[config.mk]
export PLATFORM = sky130hd
export DESIGN_NAME = rv32v_uop_sequencer
export DESIGN_NICKNAME = d
export VERILOG_FILES = /design/src/rtl/rv32v_types_pkg.sv /design/src/rtl/rv32v_elem_to_vreg.sv /design/src/rtl/rv32v_uop_sequencer.sv
export SDC_FILE = /design/constraint.sdc
export NUM_CORES = 1
export LEC_CHECK = 0
export ABC_AREA = 1
export ABC_CLOCK_PERIOD_IN_PS = 4500
export BUFFER_PORTS_ARGS = -buffer_cell sky130_fd_sc_hd__buf_2
export CAP_MARGIN = 10
export CORE_UTILIZATION = 50
export CTS_CLUSTER_DIAMETER = 50
export DETAILED_ROUTE_END_ITERATION = 10
export PLACE_DENSITY = 0.81
export SETUP_SLACK_MARGIN = 0.15
export SYNTH_ARGS = -nofsm -noshare
export SYNTH_HDL_FRONTEND = slang
export SYNTH_HIERARCHICAL = 1
export SYNTH_SLANG_ARGS = --single-unit
[constraint.sdc]
create_clock -name CLK -period 4.5 [get_ports CLK]
set_clock_uncertainty 0.2 [all_clocks]
set_input_delay 0.45 -clock CLK [delete_from_list [all_inputs] [get_ports CLK]]
set_output_delay 0.45 -clock CLK [all_outputs]
set_load 0.02 [all_outputs]
[src/rtl/rv32v_types_pkg.sv]
// Shared types for the vector decode-stage micro-op sequencer: SEW encoding,
// sequencer FSM states, lane count and the elements-per-register shift helper.
package rv32v_types_pkg;

    typedef enum logic [1:0] {
        SEW8  = 2'd0,
        SEW16 = 2'd1,
        SEW32 = 2'd2
    } sew_t;

    typedef enum logic {
        IDLE = 1'b0,
        RUN  = 1'b1
    } seq_state_t;

    localparam int VLEN_DEFAULT = 128;
    localparam int UOP_LANES    = 2;

    // log2 of element width in bits: elements per register = VLEN >> epr_shift(sew)
    function automatic logic [2:0] epr_shift(input sew_t sew);
        return 3'd3 + {1'b0, sew};
    endfunction

endpackage

[src/rtl/rv32v_elem_to_vreg.sv]
// Maps an element index to its offset inside a vector register and the register
// index within the LMUL group, using only shifts and masks.
module rv32v_elem_to_vreg
    import rv32v_types_pkg::*;
#(
    parameter int VLEN  = VLEN_DEFAULT,
    parameter int IDX_W = $clog2(VLEN) + 1
) (
    input  logic [IDX_W-1:0] elem,
    input  sew_t             sew,
    output logic [IDX_W-1:0] woffset,
    output logic [2:0]       vreg_off
);

    localparam int LOG_VLEN = $clog2(VLEN);

    // log2(elements per register)
    logic [4:0]       shamt;
    logic [IDX_W-1:0] epr_mask;

    assign shamt    = 5'(LOG_VLEN) - {2'b00, epr_shift(sew)};
    assign epr_mask = (IDX_W'(1) << shamt) - IDX_W'(1);
    assign woffset  = elem & epr_mask;
    assign vreg_off = 3'(elem >> shamt);

endmodule

[src/rtl/rv32v_uop_sequencer.sv]
// Splits one decoded vector instruction into two-element micro-ops for execute.
// Optional zero-bubble chaining of instructions: define RV32V_SEQ_BACK2BACK_EN.
module rv32v_uop_sequencer
    import rv32v_types_pkg::*;
#(
    parameter int VLEN  = VLEN_DEFAULT,
    parameter int IDX_W = $clog2(VLEN) + 1
) (
    input  logic             CLK,
    input  logic             RST,
    input  logic             instr_valid,
    output logic             instr_ready,
    input  logic [31:0]      vl,
    input  logic [31:0]      vstart,
    input  logic [1:0]       sew,
    input  logic             mask_en,
    input  logic [VLEN-1:0]  v0_bits,
    input  logic             stall,
    input  logic             flush,
    output logic             uop_valid,
    output logic [IDX_W-1:0] woffset0,
    output logic [IDX_W-1:0] woffset1,
    output logic [2:0]       vreg_off0,
    output logic [2:0]       vreg_off1,
    output logic             wen0,
    output logic             wen1,
    output logic             mask0,
    output logic             mask1,
    output logic             first_uop,
    output logic             last_uop,
    output logic             busy
);

    localparam int LOG_VLEN = $clog2(VLEN);

    seq_state_t       state_reg;
    logic [IDX_W-1:0] idx_reg;
    logic [IDX_W-1:0] vl_eff_reg;
    sew_t             sew_reg;
    logic             mask_en_reg;
    logic [VLEN-1:0]  v0_reg;
    logic             first_reg;

    logic             run;
    logic             last;
    logic             accept;
    logic [IDX_W-1:0] vl_eff_in;
    logic             skip;

    logic [IDX_W-1:0] elem     [UOP_LANES];
    logic [IDX_W-1:0] woff     [UOP_LANES];
    logic [2:0]       vreg     [UOP_LANES];
    logic             mask_bit [UOP_LANES];
    logic             wen_bit  [UOP_LANES];

    assign run  = (state_reg == RUN);
    assign last = ({1'b0, idx_reg} + (IDX_W+1)'(2)) >= {1'b0, vl_eff_reg};

`ifdef RV32V_SEQ_BACK2BACK_EN
    assign instr_ready = !flush && (!run || (last && !stall));
`else
    assign instr_ready = !flush && !run;
`endif

    assign accept    = instr_valid && instr_ready;
    assign vl_eff_in = (vl > 32'(VLEN)) ? IDX_W'(VLEN) : vl[IDX_W-1:0];
    assign skip      = vstart >= 32'(vl_eff_in);

    genvar gi;
    generate
        for (gi = 0; gi < UOP_LANES; gi++) begin : g_lane
            assign elem[gi] = idx_reg + IDX_W'(gi);

            rv32v_elem_to_vreg #(.VLEN(VLEN), .IDX_W(IDX_W)) u_map (
                .elem     (elem[gi]),
                .sew      (sew_reg),
                .woffset  (woff[gi]),
                .vreg_off (vreg[gi])
            );

            // elements past the end of v0 read as masked off
            assign mask_bit[gi] = mask_en_reg
                ? ((elem[gi] < IDX_W'(VLEN)) && v0_reg[elem[gi][LOG_VLEN-1:0]])
                : 1'b1;
            assign wen_bit[gi]  = (elem[gi] < vl_eff_reg) && mask_bit[gi];
        end
    endgenerate

    assign uop_valid = run;
    assign busy      = run;
    assign first_uop = run && first_reg;
    assign last_uop  = run && last;
    assign woffset0  = run ? woff[0] : '0;
    assign woffset1  = run ? woff[1] : '0;
    assign vreg_off0 = run ? vreg[0] : '0;
    assign vreg_off1 = run ? vreg[1] : '0;
    assign mask0     = run && mask_bit[0];
    assign mask1     = run && mask_bit[1];
    assign wen0      = run && wen_bit[0];
    assign wen1      = run && wen_bit[1];

    always_ff @(posedge CLK or posedge RST) begin
        if (RST) begin
            state_reg   <= IDLE;
            idx_reg     <= '0;
            vl_eff_reg  <= '0;
            sew_reg     <= SEW8;
            mask_en_reg <= 1'b0;
            v0_reg      <= '0;
            first_reg   <= 1'b0;
        end else if (flush) begin
            state_reg <= IDLE;
            first_reg <= 1'b0;
        end else if (accept) begin
            vl_eff_reg  <= vl_eff_in;
            sew_reg     <= sew_t'(sew);
            mask_en_reg <= mask_en;
            v0_reg      <= v0_bits;
            if (skip) begin
                state_reg <= IDLE;
                first_reg <= 1'b0;
            end else begin
                state_reg <= RUN;
                idx_reg   <= vstart[IDX_W-1:0];
                first_reg <= 1'b1;
            end
        end else if (run && !stall) begin
            idx_reg   <= idx_reg + IDX_W'(2);
            first_reg <= 1'b0;
            if (last) begin
                state_reg <= IDLE;
            end
        end
    end

endmodule
==> impl_metrics.tcl, run 1 <==
set metrics [dict create \
    drive_gt1_share_pct 17.2 \
    syn_inst 1561 \
    yosysTopAreaCellShare_pct 35.7 \
    die_h_um 147 \
    slowest_stage "inv_2" \
    via_count 10858 \
    yosysSeqAreaShare_pct 35.7 \
    ys_ff_latch 149 \
    clock_tree.root_cell "clkbuf_16" \
    first_pass_iters 5 \
    clockBufferDepth 2 \
    area_growth_pct 17.3 \
    place_congestion 0.906 \
    drv_slew 0 \
    hold_start "v0_bits[103]" \
    nFillCells 1933 \
    crit_type "flip-flop to primary output" \
    htree_levels 4 \
    globalRouteTotalUtil_pct 28.8 \
    hold_violations 0 \
    drt_iter0_markers 1031 \
    worstPathMaxFanout 55 \
    grt_antenna_before_repair 0 \
    grt_pass1_wl_um 49000 \
    ir_drop_mv 0.321 \
    post-route-period-util_pct 89.1 \
    dpl.hpwl_um 21600 \
    async_flop_share_pct 100 \
    clk_latency_ns 0.43 \
    outcome "finished, final reports clean" \
    yosysMostFrequentCell "nand2_1" \
    viasPerCell 5.37 \
    critPathCaptureType "primary output" \
    crit_start "idx_reg[0]" \
    die_x_um 147 \
    port_buffers 230 \
    slew-limit-headroom_pct 41.9 \
    grt-ovfl-total 0 \
    worstSetupStartpointType "flip-flop" \
    ios 231 \
    r2r_start "idx_reg[0]" \
    core_area_mm2 0.0204 \
    power.density_mw_per_mm2 377 \
    seqCellArea_mm2 0.00373 \
    max_stage_delay_ns 0.72 \
    grt_max_degree 155 \
    fp-row-count 52 \
    worst_pin_slew_ns 0.871 \
    synth_fp_nets 1810 \
    min_period_ns 4.01 \
    path_clk_slew_ns 0.06 \
    drcViolationCount 0 \
    cts_buffers 17 \
    synth.distinct_cells 35 \
    post_synth.cell_area_avg_um2 6.69 \
    crit_family "buffers and inverters" \
    largest_register_ffs 128 \
    fmax_ghz 0.249 \
    start_util_pct 51.3 \
    rsz0062_at_grt "no" \
    yosys.area.top_type "dfrtp_1" \
    cp_data_required_time_ns 3.85 \
    drtAntennaViolNets 0 \
    grt_pass1_vias 10081 \
    power.total_mw 4.61 \
    synthTopCellsByArea "dfrtp_1 (36%), nand2_1 (19%), o21ai_0 (8.7%)" \
    routed_wl_um 29900 \
    holdCritPathClass "input pin to flip-flop" \
    synth_common_cells "nand2_1 (519), inv_1 (195), o21ai_0 (182)" \
    dieArea_mm2 0.0215 \
    diodes 0 \
    synth_edf_count 0 \
    crit_buf_inv 3 \
    drv_cap 0 \
    setup-violations-final 0 \
    yosys_warnings 6 \
    nets 1988 \
    synth_area_mm2 0.0104 \
    tritoncts "done" \
    cp_common_cell "nand3_1" \
    p_leak_nw 6.50 \
    path_cells "inv_2 > buf_4 > nand2_1 > nand3_1 > nand3_1 > nand3_1 > nand3_1 > nand3_1 > nand3_1 > nand3_1 > nand2_1 > nand2_1 > nor2_1 > buf_2" \
    clock-sinks 149 \
    multiInputGateArea_mm2 0.00551 \
    wl_per_cell_um 14.8 \
    worstPathArrival_ns 3.36 \
    synth_flop_cell "dfrtp_1" \
    tns_ns 0 \
]
-- cell usage in the layout (no fill, tap or decap), drive strengths merged, types with 4 or more instances in the layout --
master    instances
o211ai           42
inv             206
clkinv            6
ha               49
dfrtp           149
o21ai           186
nand3           169
xor2             10
nor2             54
buf             247
nor3              6
a21oi            53
nor4             14
clkinvlp          4
nand2           524
clkbuf           18
-- worst paths after layout --
check / slack (ns) / cells past startpoint / end
max: 0.49 / 14 / wen1
min: 0.005 / 3 / v0_reg[103]
max reg2reg: 1.51 / 13 / busy
min reg2reg: 0.29 / 2 / vl_eff_reg[1]
max in group asynchronous: 3.44 / 3 / idx_reg[0]
min in group asynchronous: 0.05 / 3 / v0_reg[27]
-- through the flow --
step                      hold WS [ns]  cells  utilization (%)  instance area [µm²]  worst slack, ns
after CTS                     0.000225   2022             60.1                12200            0.545
after floorplan                  0.253   1561                -                10400             1.40
after global routing           0.00832   2022             60.1                12200            0.290
after global placement           0.269   1989             57.3                11700             1.03
after detailed placement         0.275   1989             57.3                11700             1.01
final                          0.00548   2022             60.1                12200            0.490
-- tightest hold or removal path: stages --
cell	delay (ns)
buf_2	0.07
nand2_1	0.04
nand2_1	0.04
-- logic make-up after synthesis --
| group | Yosys count | share of synthesized area (%) |
|---|---|---|
| compound gates | 287 | 15.0 |
| xor+xnor | 11 | 1.14 |
| fa+ha+maj | 49 | 5.87 |
| buf+inv | 292 | 11.6 |
| flops | 149 | 35.7 |
| simple gates | 773 | 30.6 |
-- what timing repair did --
action | in CTS | in global routing
gates resized for setup | 0 | 0
hold buffers | 1 | 0
hold endpoints to repair | 1 | 0
buffers inserted | 0 | 0
-- metal layers --
| layer | share of wire, % | track usage [%] | up-vias | routed length [µm] |
|---|---|---|---|---|
| met5 | 0 | 0 | - | 0 |
| met4 | 3.0 | 13.2 | 0 | 912 |
| met3 | 7.6 | 5.19 | 76 | 2260 |
| met2 | 46 | 45.0 | 452 | 13700 |
| met1 | 44 | 38.7 | 4957 | 13100 |
| li1 | - | - | 5373 | - |
-- area by class of cell --
type | instances | area share [%]
Clock buffer | 18 | 3.51
Clock inverter | 14 | 1.02
Inverter | 203 | 6.42
Multi-Input combinational cell | 1120 | 45.0
Sequential cell | 149 | 30.5
Timing Repair Buffer | 248 | 10.8
Tap cell | 270 | 2.76
-- report_power, final --
part           switching [mW]  internal (mW)  leakage [nW]  total [mW]
clock                   0.600          0.763         0.267        1.36
sequential              0.128           1.51          1.85        1.63
combinational            1.04          0.581          4.38        1.62
total                    1.76           2.85          6.50        4.61
No activity file was read; power rests on OpenSTA's default activity.
==> run 2, diff against run 1 <==
- BUFFER_PORTS_ARGS: -buffer_cell sky130_fd_sc_hd__buf_2 -> -buffer_cell sky130_fd_sc_hd__buf_4
==> run 2 against run 1 <==
  * Utilization is 3.0 points higher
  * Final area is 4.9% higher
  * Critical path type unchanged
  * Cell count hardly changed
  * Largest cell class unchanged
  * Highest routed layer unchanged
==> impl_metrics.tcl, run 2 (synthesis results as in run 1) <==
set metrics [dict create \
    cp.depth 14 \
    grt.busiest_layer "met2" \
    dpl.hpwl_um 22700 \
    path_clk_slew_ns 0.07 \
    tns_ns 0 \
    min_period_ns 3.95 \
    place_inst 1990 \
    place_congestion 0.928 \
    drv_slew 0 \
    drt_iter0_markers 874 \
    fmax_ghz 0.253 \
    clock_tree.root_cell "clkbuf_16" \
    ios 231 \
    min_path_cells 3 \
    multiInputGateArea_mm2 0.00551 \
    wl_per_cell_um 15.5 \
    slowest_stage "dfrtp_1" \
    intPower_mw 2.93 \
    reg2reg_depth 7 \
    drv_cap 0 \
    start_util_pct 51.3 \
    final-instance-count-excl-fill 2024 \
    holdCritPathClass "input pin to flip-flop" \
    worstPathArrival_ns 3.30 \
    routed_wl_um 31400 \
    crit_type "flip-flop to primary output" \
    power.density_mw_per_mm2 368 \
    setup-violations-final 0 \
    power.total_mw 4.73 \
    worst_pin_slew_ns 0.903 \
    drcViolationCount 0 \
    fp-row-count 52 \
    drtAntennaViolNets 0 \
    core_area_mm2 0.0204 \
    path_cells "buf_4 > ha_1 > nand2_1 > nor2_1 > xor2_1 > inv_1 > ha_1 > a21oi_1 > nand2_1 > a21o_1 > a21oi_1 > nand2_1 > nor2_1 > buf_4" \
    whs_ns 0.00775 \
    globalRouteTotalUtil_pct 30.2 \
    worstSetupStartpointType "flip-flop" \
    clock-sinks 149 \
    place_area_mm2 0.0122 \
    hold_violations 0 \
    ir_drop_mv 0.294 \
    p_sw_mw 1.80 \
    drive_gt1_share_pct 17.3 \
    die_h_um 147 \
    critPathCaptureType "primary output" \
    fin_area_mm2 0.0128 \
    combPwrFrac_pct 35.3 \
    htree_levels 4 \
    cts_buffers 17 \
    nFillCells 1848 \
    nets 1990 \
    area_growth_pct 23.0 \
    layout_commonest_cell "nand2_1" \
    grt_antenna_before_repair 0 \
    cp_common_cell "nand2_1" \
    rsz0062_at_grt "no" \
    worstPathMaxFanout 16 \
    outcome "finished, final reports clean" \
    swShare_pct 38.1 \
    post-route-period-util_pct 87.8 \
    grt-ovfl-total 0 \
    diodes 0 \
    layout_common_cells "nand2_1 (519), buf_4 (246), inv_1 (194)" \
    max_stage_delay_ns 0.35 \
    dieArea_mm2 0.0215 \
    port_buffers 230 \
    viasPerCell 5.43 \
    cp_data_required_time_ns 3.85 \
    p_leak_nw 6.69 \
    power.share.sequential_pct 34.9 \
    use_met2_pct 48.3 \
    grt_use_met1_pct 39.7 \
    use_met3_pct 5.94 \
    slew-limit-headroom_pct 39.8 \
    clockBufferDepth 2 \
    grt_max_degree 101 \
    p_clk_share_pct 29.8 \
    grt_pass1_vias 10666 \
    largest_register_ffs 128 \
    clk_latency_ns 0.44 \
    first_pass_iters 8 \
    via_count 10994 \
    crit_buf_inv 3 \
    grt_pass1_wl_um 51600 \
    crit_family "adder cells" \
    tritoncts "done" \
    die_x_um 147 \
    seqCellArea_mm2 0.00373 \
]
## run 2: path summary, 6_finish.rpt
path | slack, ns | startpoint | to
max in group asynchronous | 3.02 | RST | mask_en_reg
setup reg to reg | 1.52 | busy | idx_reg[4]
hold / removal | 0.008 | v0_bits[103] | v0_reg[103]
min in group asynchronous | 0.51 | RST | v0_reg[25]
hold reg to reg | 0.29 | vl_eff_reg[3] | vl_eff_reg[3]
setup / recovery | 0.55 | idx_reg[1] | wen1
## run 2: per-stage QoR
stage               setup slack [ns]  utilization (%)
global route                   0.321             63.1
CTS                            0.599             63.1
detailed placement              1.11             60.1
finish                         0.548             63.1
global placement                1.13             60.1
floorplan                       1.40                -
## run 2: power groups by stage
stage	Combinational [mW]	Clock [mW]	Sequential [mW]
after CTS	1.65	1.42	1.64
after floorplan	1.13	0	1.61
after global placement	1.59	0	1.66
after global routing	1.87	1.47	1.67
final	1.67	1.41	1.65
after detailed placement	1.63	0	1.67
## run 2: what timing repair did
item	CTS	global route
endpoints found under the hold margin	2	0
endpoints found under the setup margin	0	0
gates resized for setup	0	0
setup buffers	0	0
hold buffers	2	0
## run 2: cell type report
class	instances	share of cell area (%)
sequential	149	29.1
tap	270	2.63
timing repair buffer	250	14.8
clock buffer	20	3.56
inverter	203	6.12
clock inverter	12	0.925
multi-input combinational	1120	42.9
## run 2: worst reg2reg max path, stage by stage, from the launching register on
cell     delay (ns)
dfrtp_1        0.71
nor2_1         0.27
nand2_1        0.18
inv_6          0.42
buf_4          0.68
o21ai_0        0.23
nand3_1        0.12
nand2_1        0.06
## run 2: metal layers
metal	up-vias	part of all wire, %
met1	5026	43
met5	-	0
met3	95	7.6
met4	0	3.4
li1	5380	-
met2	493	46
